<file path="config.mk">
export PLATFORM = sky130hd
export DESIGN_NAME = mdu_controller
export DESIGN_NICKNAME = d
export VERILOG_FILES = /design/src/rtl/mdu_controller.sv
export SDC_FILE = /design/constraint.sdc
export NUM_CORES = 1
export LEC_CHECK = 0
export ABC_AREA = 1
export CAP_MARGIN = 20
export CELL_PAD_IN_SITES_DETAIL_PLACEMENT = 0
export CELL_PAD_IN_SITES_GLOBAL_PLACEMENT = 1
export CORE_MARGIN = 2
export CORE_UTILIZATION = 25
export DETAILED_ROUTE_END_ITERATION = 10
export PLACE_DENSITY_LB_ADDON = 0.3
export SLEW_MARGIN = 10
export SYNTH_ARGS = -nofsm -noshare
export SYNTH_HDL_FRONTEND = slang
export SYNTH_SLANG_ARGS = --single-unit
</file>
<file path="constraint.sdc">
create_clock -name clk -period 4.5 [get_ports clk]
set_input_delay 0.9 -clock clk [delete_from_list [all_inputs] [get_ports clk]]
set_output_delay 0.9 -clock clk [all_outputs]
set_load 0.02 [all_outputs]
</file>
<file path="src/rtl/mdu_controller.sv">
// RV32/64 M-extension multiply/divide unit with valid/ready handshakes.
// Iterative shift-add multiply and restoring divide, ITER_BITS per cycle.
module mdu_controller #(
  parameter int WIDTH     = 32,
  parameter int ITER_BITS = 1
) (
  input  logic             clk,
  input  logic             rst_n,
  input  logic             in_valid,
  output logic             in_ready,
  input  logic [1:0]       ALUOp,
  input  logic [6:0]       Funct7,
  input  logic [2:0]       Funct3,
  input  logic [WIDTH-1:0] SrcA,
  input  logic [WIDTH-1:0] SrcB,
  output logic             out_valid,
  input  logic             out_ready,
  output logic [WIDTH-1:0] Result,
  output logic             illegal
);

  localparam int N  = WIDTH / ITER_BITS;
  localparam int CW = $clog2(N) + 1;
  localparam int W2 = 2 * WIDTH;

  typedef enum logic [1:0] {
    IDLE,
    CALC,
    HOLD
  } state_t;

  state_t            state;
  logic [CW-1:0]     cnt;
  logic [2:0]        op;
  logic [W2-1:0]     acc;
  logic [W2-1:0]     mcand;
  logic [WIDTH-1:0]  mplier;
  logic              qneg;
  logic              rneg;

  logic              is_m;
  logic              b_zero;
  logic              b_ones;
  logic              a_min;
  logic              fast_dz;
  logic              fast_ov;
  logic              fast;
  logic [WIDTH-1:0]  fast_res;

  logic              a_sgn_m;
  logic              b_neg_m;
  logic [W2-1:0]     a_ext;
  logic [W2-1:0]     mul_init;
  logic              d_sgn;
  logic              a_neg;
  logic              b_neg;
  logic [WIDTH-1:0]  a_mag;
  logic [WIDTH-1:0]  b_mag;

  logic [W2-1:0]     acc_m;
  logic [W2-1:0]     acc_d;
  logic [W2-1:0]     step_acc;
  logic [WIDTH-1:0]  quo;
  logic [WIDTH-1:0]  rem;
  logic [WIDTH-1:0]  final_res;

  assign is_m    = (ALUOp == 2'b10) && (Funct7 == 7'b0000001);
  assign b_zero  = (SrcB == '0);
  assign b_ones  = (SrcB == '1);
  assign a_min   = (SrcA == {1'b1, {(WIDTH-1){1'b0}}});
  assign fast_dz = is_m && Funct3[2] && b_zero;
  assign fast_ov = is_m && Funct3[2] && !Funct3[0] && a_min && b_ones;
  assign fast    = !is_m || fast_dz || fast_ov;

  always_comb begin
    fast_res = '0;
    unique case (1'b1)
      fast_dz: fast_res = Funct3[1] ? SrcA : '1;
      fast_ov: fast_res = Funct3[1] ? '0 : SrcA;
      default: fast_res = '0;
    endcase
  end

  // Negative signed rs2 is folded in by pre-loading -(A << WIDTH).
  assign a_sgn_m  = (Funct3[1:0] != 2'b11);
  assign b_neg_m  = !Funct3[1] && SrcB[WIDTH-1];
  assign a_ext    = {{WIDTH{a_sgn_m && SrcA[WIDTH-1]}}, SrcA};
  assign mul_init = b_neg_m ? ({W2{1'b0}} - {SrcA, {WIDTH{1'b0}}})
                            : '0;

  assign d_sgn = !Funct3[0];
  assign a_neg = d_sgn && SrcA[WIDTH-1];
  assign b_neg = d_sgn && SrcB[WIDTH-1];
  assign a_mag = a_neg ? -SrcA : SrcA;
  assign b_mag = b_neg ? -SrcB : SrcB;

  function automatic logic [W2-1:0] div_step(
    input logic [W2-1:0]    a,
    input logic [WIDTH-1:0] d
  );
    logic [WIDTH:0] r;
    r = a[W2-1:WIDTH-1];
    if (r >= {1'b0, d}) begin
      r = r - {1'b0, d};
      div_step = {r[WIDTH-1:0], a[WIDTH-2:0], 1'b1};
    end else begin
      div_step = {a[W2-2:0], 1'b0};
    end
  endfunction

  always_comb begin
    acc_m = acc;
    for (int i = 0; i < ITER_BITS; i++) begin
      if (mplier[i]) acc_m = acc_m + (mcand << i);
    end
    acc_d = acc;
    for (int i = 0; i < ITER_BITS; i++) begin
      acc_d = div_step(acc_d, mplier);
    end
    step_acc = op[2] ? acc_d : acc_m;
  end

  assign quo = step_acc[WIDTH-1:0];
  assign rem = step_acc[W2-1:WIDTH];

  always_comb begin
    final_res = '0;
    case (op)
      3'b000: final_res = quo;
      3'b001: final_res = rem;
      3'b010: final_res = rem;
      3'b011: final_res = rem;
      3'b100: final_res = qneg ? -quo : quo;
      3'b101: final_res = quo;
      3'b110: final_res = rneg ? -rem : rem;
      3'b111: final_res = rem;
      default: final_res = '0;
    endcase
  end

  always_ff @(posedge clk or negedge rst_n) begin
    if (!rst_n) begin
      state     <= IDLE;
      in_ready  <= 1'b1;
      out_valid <= 1'b0;
      Result    <= '0;
      illegal   <= 1'b0;
      cnt       <= '0;
      op        <= '0;
      acc       <= '0;
      mcand     <= '0;
      mplier    <= '0;
      qneg      <= 1'b0;
      rneg      <= 1'b0;
    end else begin
      unique case (state)
        IDLE: begin
          if (in_valid) begin
            in_ready <= 1'b0;
            if (fast) begin
              state     <= HOLD;
              out_valid <= 1'b1;
              Result    <= fast_res;
              illegal   <= !is_m;
            end else begin
              state <= CALC;
              cnt   <= CW'(N);
              op    <= Funct3;
              if (Funct3[2]) begin
                acc    <= {{WIDTH{1'b0}}, a_mag};
                mplier <= b_mag;
                qneg   <= a_neg ^ b_neg;
                rneg   <= a_neg;
              end else begin
                acc    <= mul_init;
                mcand  <= a_ext;
                mplier <= SrcB;
              end
            end
          end
        end
        CALC: begin
          acc   <= step_acc;
          mcand <= mcand << ITER_BITS;
          if (!op[2]) mplier <= mplier >> ITER_BITS;
          if (cnt != '0) cnt <= cnt - CW'(1);
          if (cnt == CW'(1)) begin
            state     <= HOLD;
            out_valid <= 1'b1;
            Result    <= final_res;
            illegal   <= 1'b0;
          end
        end
        HOLD: begin
          if (out_ready) begin
            state     <= IDLE;
            out_valid <= 1'b0;
            in_ready  <= 1'b1;
          end
        end
        default: state <= IDLE;
      endcase
    end
  end

endmodule

</file>
# Yosys cells after proc, flatten, opt, wreduce, memory -nomap -nowiden
# Index checks and enable logic that the tools add are counted.
# word_totals
regBits	208
inputBits	80
out_inout_bits	35
wordCells	130
# classes
n_addsub	8
order_cmp	1
eq_ne	23
muxes	50
n_bitwise	2
n_reduce_logical	34
# op_table
operator	count
$mux 64	10
$mux 32	13
$pmux 64 s2	2
$pmux 32 s2	3
$neg 32->32	4
$pmux 32 s4	1
$add 64x64->64	1
$eq 32x32->1 const B	2
$sub 1x64->64 const A	1
$ge 33x32->1	1
$logic_not 32->1	1
$sub 32x32->32	1
$reduce_and 4->1	5
$mux 6	3
$ne 2x2->1 const B	9
$eq 3x3->1 const B	4
$pmux 6 s2	1
$reduce_and 3->1	4
$logic_and 1x1->1	10
$mux 1	9
$mux 2	4
$eq 7x1->1 const B	1
$eq 3x2->1 const B	2
$eq 6x1->1 const B	1
other kinds (19)	25

# Depth between registers and ports, before layout
# Gate-level depths: netlist (run 1).
# logic_depth
word_depth	10
depth_mapped	32
ltp_nobuf	32

# Worst setup path before layout (run 1)
# Ideal clock, no wire load.
# synth_timing
path_kind	register to register
startpoint	register acc[39]
endpoint	register Result[22]
setup_time_ns	0.117
arrival_ns	3.237
required_time_ns	4.383
slack_ns	1.147
stages_incl_launch_ff	29
synth_period_minus_slack_ns	3.353
cell_sequence	dfrtp_1 -> ha_1 -> nand2_2 -> inv_2 -> a21oi_2 -> nand3_2 -> nand2_1 -> nand3_2 -> nand2_4 -> nand2_8 -> nor2_4 -> inv_2 -> nand2_2 -> ha_1 -> inv_1 -> nor2_1 -> nand3_1 -> inv_1 -> nand2_1 -> nor2_2 -> nand3_1 -> nand2_2 -> nand2_1 -> nand2_1 -> inv_1 -> o21ai_1 -> nand4_1 -> nand2_1 -> nand2_1
# synth_between
elab_chain_cells	8
elab_cells_between_ends	13
classes_between	add/sub: 4; order compare: 1; mux: 8
# synth_lines
item	line	source
from (decl)	35	logic [W2-1:0] acc;
from (signal assigned)	170	acc <= {{WIDTH{1'b0}}, a_mag};
from (signal assigned)	175	acc <= mul_init;
from (signal assigned)	183	acc <= step_acc;
$add 64x64->64 (tied with other cells)	114	if (mplier[i]) acc_m = acc_m + (mcand << i);
$mux 64 (on tied branches)	114, 103	
$mux 64 (*)	120	step_acc = op[2] ? acc_d : acc_m;
$neg 32->32 (on tied branches)	135, 133	
$mux 32 (on tied branches)	135, 133	
$pmux 32 s4 (*)	128	case (op)
$mux 32 (*)	187	if (cnt == CW'(1)) begin
$pmux 32 s2 (*)	156	unique case (state)
to (signal assigned)	163	Result <= fast_res;
to (signal assigned)	190	Result <= final_res;
to (decl)	18	output logic [WIDTH-1:0] Result,
# Mark *: on every way between the ends. The rest lies on a longest branch, timed or not. The select of a mux whose other input is x is not followed.
# A chain may end at the register's enable or synchronous reset.

# Worst setup path after layout (run 1)
# layout_timing
startpoint	register acc[46]
endpoint	register Result[25]
# The elaborated chain is that of the path after synthesis.

==> results.toml, run 1 <==
[floorplan]
die_height_um = 317
floorplan.initialDensity_pct = 25.3
design.portCount = 115
dieWidth_um = 317
core_area_um2 = 97000
number_of_placement_rows = 114
die_area_um2 = 101000

[sta]
worst_slew_margin_rel_pct = 22.5
slew_viol_final = 0
fin_ws_ns = 0.115
max_slew.worst_pin.slew_ns = 1.15
finalSetupViolCount = 0
fin_hold_ws_ns = 0.263
final.period_utilization_pct = 97.4
hold_viol_final = 0
skew_final_ns = 0.0200
timing.setup.tns_ns = 0
achievable_frequency_mhz = 228
grt_setup_unrepaired = "false"
finalCriticalPeriod_ns = 4.38

[critical_path]
arrival_ns = 4.87
timing.setup.critical_path_class = "reg -> reg"
crit_slowest_cell = "sky130_fd_sc_hd__dfrtp_1"
first_element_of_the_critical_path = "acc[46]"
worstPathMaxFanout = 5
timing.critical_path.from_type = "flip-flop"
timing.critical_path.cells = "buf_4 > ha_1 > nand2_1 > nor2_1 > nand2_1 > inv_1 > nand2_1 > nor2_1 > nand2_1 > nand4_1 > nand3_1 > nand2_1 > nand3_1 > nor2_1 > nand2_1 > o21ai_1 > nand4_1 > nand3_1 > nand3_1 > nand2_1 > nand2_1"
crit_path_frequent_cell = "sky130_fd_sc_hd__nand2_1"
r2r_start = "acc[46]"
critical_path_required_ns = 4.98
timing.critical_path.slowest_cell_delay_ns = 0.53
timing.critical_path.to_type = "flip-flop"

[cells_and_area]
layout-drive-gt1-share_pct = 8.69
final_area_um2 = 29300
utilization_pct = 30.2
area.growth.synth_to_final_pct = 19.6
non_filler_cells_final = 5832
final_nets = 4717

[yosys]
most_numerous_cell_in_the_yosys_netlist = "sky130_fd_sc_hd__nand2_1"
synth_fp_nets = 4513
synth_flop_cell = "sky130_fd_sc_hd__dfrtp_1"
yosys.area.top_type_share_pct = 21.6
synthDominantAreaCellType = "sky130_fd_sc_hd__nand2_1"
count_of_flip_flops_with_a_built_in_enable_after_synthesis = 0
synth_sequential_area_ratio_pct = 21.2
synth.top_cells.by_count = "sky130_fd_sc_hd__nand2_1 (1409), sky130_fd_sc_hd__inv_1 (678), sky130_fd_sc_hd__nor2_1 (384)"
netlist_top_cells_area = "sky130_fd_sc_hd__nand2_1 (22%), sky130_fd_sc_hd__dfrtp_1 (21%), sky130_fd_sc_hd__inv_1 (10%), sky130_fd_sc_hd__o21ai_0 (7.5%), sky130_fd_sc_hd__nand3_1 (6.3%)"
synth_warnings = 0
synth.ff_latch_count = 208
syn-cell-area_um2 = 24500
synthDistinctLibCells = 61
mean_syn_cell_area_um2 = 5.66
syn-instance-count = 4329
synth-async-reset-ratio_pct = 100

[clocking]
max-clock-path-buffers = 3
tritoncts = "built"
clk-insertion-delay-late_ns = 0.59
cts_buffers = 28
ctsHtreeMaxLevel = 1
clk_pin_slew_worst_paths_ns = 0.06
cts_sinks = 208
cts_hold_buf = 0
ctsRootBufferMaster = "sky130_fd_sc_hd__clkbuf_16"

[placement]
dpl_worst_slack_ns = 0.185
placed_cells = 5778
detailed_place_hpwl_um = 99200
postPlaceCellArea_um2 = 28300
total_of_buffers_placed_on_input_and_output_ports = 114
place_congestion = 1.02

[power]
power.switching_mw = 13.0
seq_power_share_pct = 14.5
combPwrFrac_pct = 74.3
p_clk_share_pct = 11.3
power.leakage_nw = 14.9
p_per_area_nw_per_um2 = 749
power_report.internal_total_mw = 9.01
power_switching_share_pct = 59.0
power.total_mw = 22.0
vdd_ir_drop_max_mv = 0.317

[detailed_routing]
drt-total-wl_um = 120000
detailedRoute.firstIterationViolations = 2494
drc_errors = 0
drt_via_density = 4.93
drt_pre_antenna_iters = 6
antenna_left = 0
wl_per_cell_um = 20.6
via_count = 28800

[global_route]
first_global_vias = 26700
grt_start_max_net_pins = 85
grt-ovfl-total = 0
grt_first_pass_wirelength_um = 175000
global_route.usage.total_pct = 23.4
number_of_antenna_violations_at_the_first_check_in_global_routing = 3

[outcome]
status = "finished, final reports clean"

[min_path]
hold_path_class = "in -> async"

[flow_run]
drv.max_cap_violation_count = 0
## layout by cell type, fill, tap and decap left out, types with 11 or more instances in the layout
| cell type | count |
|---|---|
| sky130_fd_sc_hd__nand4_1 | 66 |
| sky130_fd_sc_hd__o22ai_1 | 29 |
| sky130_fd_sc_hd__inv_1 | 676 |
| sky130_fd_sc_hd__nand2_2 | 24 |
| sky130_fd_sc_hd__clkbuf_16 | 29 |
| sky130_fd_sc_hd__nand2_1 | 1409 |
| sky130_fd_sc_hd__nand3_2 | 15 |
| sky130_fd_sc_hd__o21ai_0 | 366 |
| sky130_fd_sc_hd__ha_1 | 101 |
| sky130_fd_sc_hd__nor2_2 | 29 |
| sky130_fd_sc_hd__a21oi_1 | 225 |
| sky130_fd_sc_hd__nor2_1 | 381 |
| sky130_fd_sc_hd__nand3_1 | 308 |
| sky130_fd_sc_hd__o21bai_1 | 17 |
| sky130_fd_sc_hd__buf_4 | 196 |
| sky130_fd_sc_hd__a22oi_1 | 32 |
| sky130_fd_sc_hd__o211ai_1 | 49 |
| sky130_fd_sc_hd__o21ai_1 | 22 |
| sky130_fd_sc_hd__xor2_1 | 41 |
| sky130_fd_sc_hd__dfrtp_1 | 205 |
| sky130_fd_sc_hd__inv_2 | 17 |
| sky130_fd_sc_hd__clkdlybuf4s50_1 | 113 |
| sky130_fd_sc_hd__nand3b_1 | 11 |
| sky130_fd_sc_hd__nor3_1 | 37 |
| sky130_fd_sc_hd__xnor2_1 | 17 |
## power groups by stage
stage	clock [mW]	sequential, mW	combinational (mW)
2_1_floorplan	0	2.94	9.81
3_5_place_dp	0	3.20	15.9
3_3_place_gp	0	3.20	16.0
5_1_grt	2.59	3.24	17.8
4_1_cts	2.53	3.17	16.0
6_report	2.48	3.18	16.3
## logic make-up after synthesis
| group | after synthesis | share of synthesized area (%) |
|---|---|---|
| AO/OA/AOI/OAI | 785 | 17.7 |
| flip-flops | 208 | 21.2 |
| AND/OR/NAND/NOR | 2330 | 40.1 |
| XOR/XNOR | 58 | 2.07 |
| adder cells (fa/ha/maj) | 104 | 5.37 |
| buffers and inverters | 844 | 13.5 |
## final cells by class
cell class / instances / area [um^2]
Fill cell: 11200 / 67700
Multi-Input combinational cell: 3277 / 16100
Sequential cell: 208 / 5210
Timing Repair Buffer: 323 / 2830
Inverter: 695 / 2610
Tap cell: 1276 / 1600
Clock buffer: 40 / 827
Clock inverter: 12 / 173
Antenna cell: 1 / 2.50
## final timing paths
path	to	slack, ns	cells after the start
worst max register to register	Result[25]	0.12	21
worst min-delay path	Result[3]	0.26	1
min in group clk	in_ready	0.48	2
worst max-delay path	Result[25]	0.12	21
worst min register to register	in_ready	0.48	2
max in group asynchronous	mplier[1]	3.08	2
## metal layers
layer	track usage [%]	vias to the layer above	wire (um)
met1	33.2	13400	55800
met2	37.0	960	52500
met4	7.35	2	4170
li1	-	14300	-
met5	0	-	8
met3	2.59	167	7680
## critical path, delay by kind of cell (launching register included)
kind / cells / cell delay [ns]
and+or+nand+nor: 17 / 2.67
DFF: 1 / 0.53
adders and majority gates: 1 / 0.43
AOI/OAI and AO/OA: 1 / 0.35
buffers and inverters: 2 / 0.31
## what timing repair did
item | 4_1_cts | 5_1_grt
buffers inserted | 0 | 0
gates resized for setup | 0 | 3
hold endpoints to repair | 0 | 0
setup endpoints to repair | 0 | 4
## state kept, by name (all words and copies together), names as in the netlist, 2 cells and up
name / count
Result: 32
cnt: 6
state: 2
mcand: 64
acc: 64
op: 3
mplier: 32
Power figures use the tool's default switching activity.
==> run 2, diff against run 1 <==
CORE_UTILIZATION = 43   (was 25)
==> results.toml, run 2 (synthesized netlist as in run 1, its figures left out) <==
[cells_and_area]
final-seq-area_um2 = 5210
layout-drive-gt1-share_pct = 7.46
non_filler_cells_final = 5247
largest_registers = "acc (64), mcand (64)"
layout_common_cells = "sky130_fd_sc_hd__nand2_1 (1409), sky130_fd_sc_hd__inv_1 (676), sky130_fd_sc_hd__nor2_1 (381)"
n_antenna_cell = 0
area.growth.synth_to_final_pct = 14.5
multiInputGateArea_um2 = 16100
final.fill_count = 6289
final_nets = 4657
final_common_cell = "sky130_fd_sc_hd__nand2_1"

[placement]
placed_cells = 5200
total_of_buffers_placed_on_input_and_output_ports = 114
dpl_worst_slack_ns = 0.00998
detailed_place_hpwl_um = 90900
place_congestion = 1.08

[global_route]
first_global_vias = 26500
grt_start_max_net_pins = 125
global_route.usage.total_pct = 36.9
grt_first_pass_wirelength_um = 166000
grt-ovfl-total = 0
number_of_antenna_violations_at_the_first_check_in_global_routing = 1

[critical_path]
timing.critical_path.to_type = "flip-flop"
timing.critical_path.from_type = "flip-flop"
crit_path_frequent_cell = "sky130_fd_sc_hd__nand2_1"
timing.setup.critical_path_class = "reg -> reg"
critical_path_required_ns = 4.98
arrival_ns = 4.71
worstPathMaxFanout = 4
crit_slowest_cell = "sky130_fd_sc_hd__fa_1"
timing.critical_path.slowest_cell_delay_ns = 0.41

[detailed_routing]
drt-total-wl_um = 112000
via_count = 29300
antenna_left = 0
detailedRoute.firstIterationViolations = 3244
drt_pre_antenna_iters = 6
drt_via_density = 5.58
drc_errors = 0
wl_per_cell_um = 21.3

[power]
p_per_area_nw_per_um2 = 751
power.total_mw = 21.1
power.leakage_nw = 14.5
vdd_ir_drop_max_mv = 0.480

[sta]
worst_slew_margin_rel_pct = 29.5
timing.setup.tns_ns = 0
skew_final_ns = 0.0388
hold_viol_final = 0
finalSetupViolCount = 0
final.period_utilization_pct = 94.1
max_slew.worst_pin.slew_ns = 1.05
achievable_frequency_mhz = 236
slew_viol_final = 0
fin_ws_ns = 0.264
fin_hold_ws_ns = 0.281
finalCriticalPeriod_ns = 4.24
grt_setup_unrepaired = "false"

[floorplan]
number_of_placement_rows = 87
die_area_um2 = 58900
design.portCount = 115
core_area_um2 = 56400
dieWidth_um = 243
floorplan.initialDensity_pct = 43.5
die_height_um = 243

[clocking]
clk_pin_slew_worst_paths_ns = 0.06
post_cts_resized = 0
cts_buffers = 27
buffers_inserted_during_post_cts_setup_optimization = 0
max-clock-path-buffers = 3
tritoncts = "built"
cts_hold_buf = 0
ctsRootBufferMaster = "sky130_fd_sc_hd__clkbuf_16"
ctsHtreeMaxLevel = 1
clk-insertion-delay-late_ns = 0.60
cts_sinks = 208

[flow_run]
drv.max_cap_violation_count = 0

[outcome]
status = "finished, final reports clean"

[min_path]
hold_path_class = "in -> async"
-- run 2: changes by cell type in the layout (fill, tap and decap cells not counted), moves of 2 or more --
cell and change:
sky130_fd_sc_hd__buf_12 -5, sky130_fd_sc_hd__buf_2 -3, sky130_fd_sc_hd__buf_4 -51, sky130_fd_sc_hd__clkbuf_16 -2
sky130_fd_sc_hd__clkbuf_8 -2, sky130_fd_sc_hd__dfrtp_1 -2, sky130_fd_sc_hd__dfrtp_2 +2
-- run 2: per-layer routing --
layer  part of all wire (%)  vias to the layer above  GRT usage (%)
li1                       -                    14200              -
met1                     43                    13400           52.0
met2                     42                     1408           56.3
met3                     10                      250           6.14
met4                    4.5                        2           14.1
met5                  0.012                        -              0
-- run 2: through the flow --
stage	util, %	cell area (um^2)
after floorplan	-	24500
after global placement	48.1	27100
after detailed placement	48.1	27100
after CTS	49.7	28000
after global routing	49.8	28100
final	49.8	28100
-- run 2: layout make-up --
class / count / share of cell area, %
multi-input cells: 3277 / 57.3
inverters: 695 / 9.30
repair buffers: 264 / 8.32
well taps: 756 / 3.37
flip-flops and latches: 208 / 18.6
clock inverters: 11 / 0.526
clock buffers: 36 / 2.67
-- run 2: worst paths after layout --
kind / start / endpoint / slack [ns] / depth (start not counted)
max reg2reg: mcand[0] / Result[14] / 0.26 / 29
max in group asynchronous: rst_n / acc[29] / 3.16 / 2
max: mcand[0] / Result[14] / 0.26 / 29
min: rst_n / mplier[15] / 0.28 / 1
min in group clk: Result[18] / Result[18] / 0.49 / 2
min reg2reg: Result[18] / Result[18] / 0.49 / 2
-- run 2: critical path: cells and delay by family, from the launching register on --
kind | cells | cell delay [ns]
flip-flops | 1 | 0.40
adder cells (fa/ha/maj) | 3 | 0.84
AO/OA/AOI/OAI | 2 | 0.27
buffers and inverters | 5 | 0.54
AND/OR/NAND/NOR | 19 | 2.06
-- run 2: power by group --
group | leakage (nW) | switching [mW] | internal, mW | total [mW]
registers | 2.67 | 0.678 | 2.55 | 3.22
logic | 11.4 | 10.9 | 4.71 | 15.6
clock network | 0.439 | 0.938 | 1.34 | 2.27
total | 14.5 | 12.5 | 8.60 | 21.1
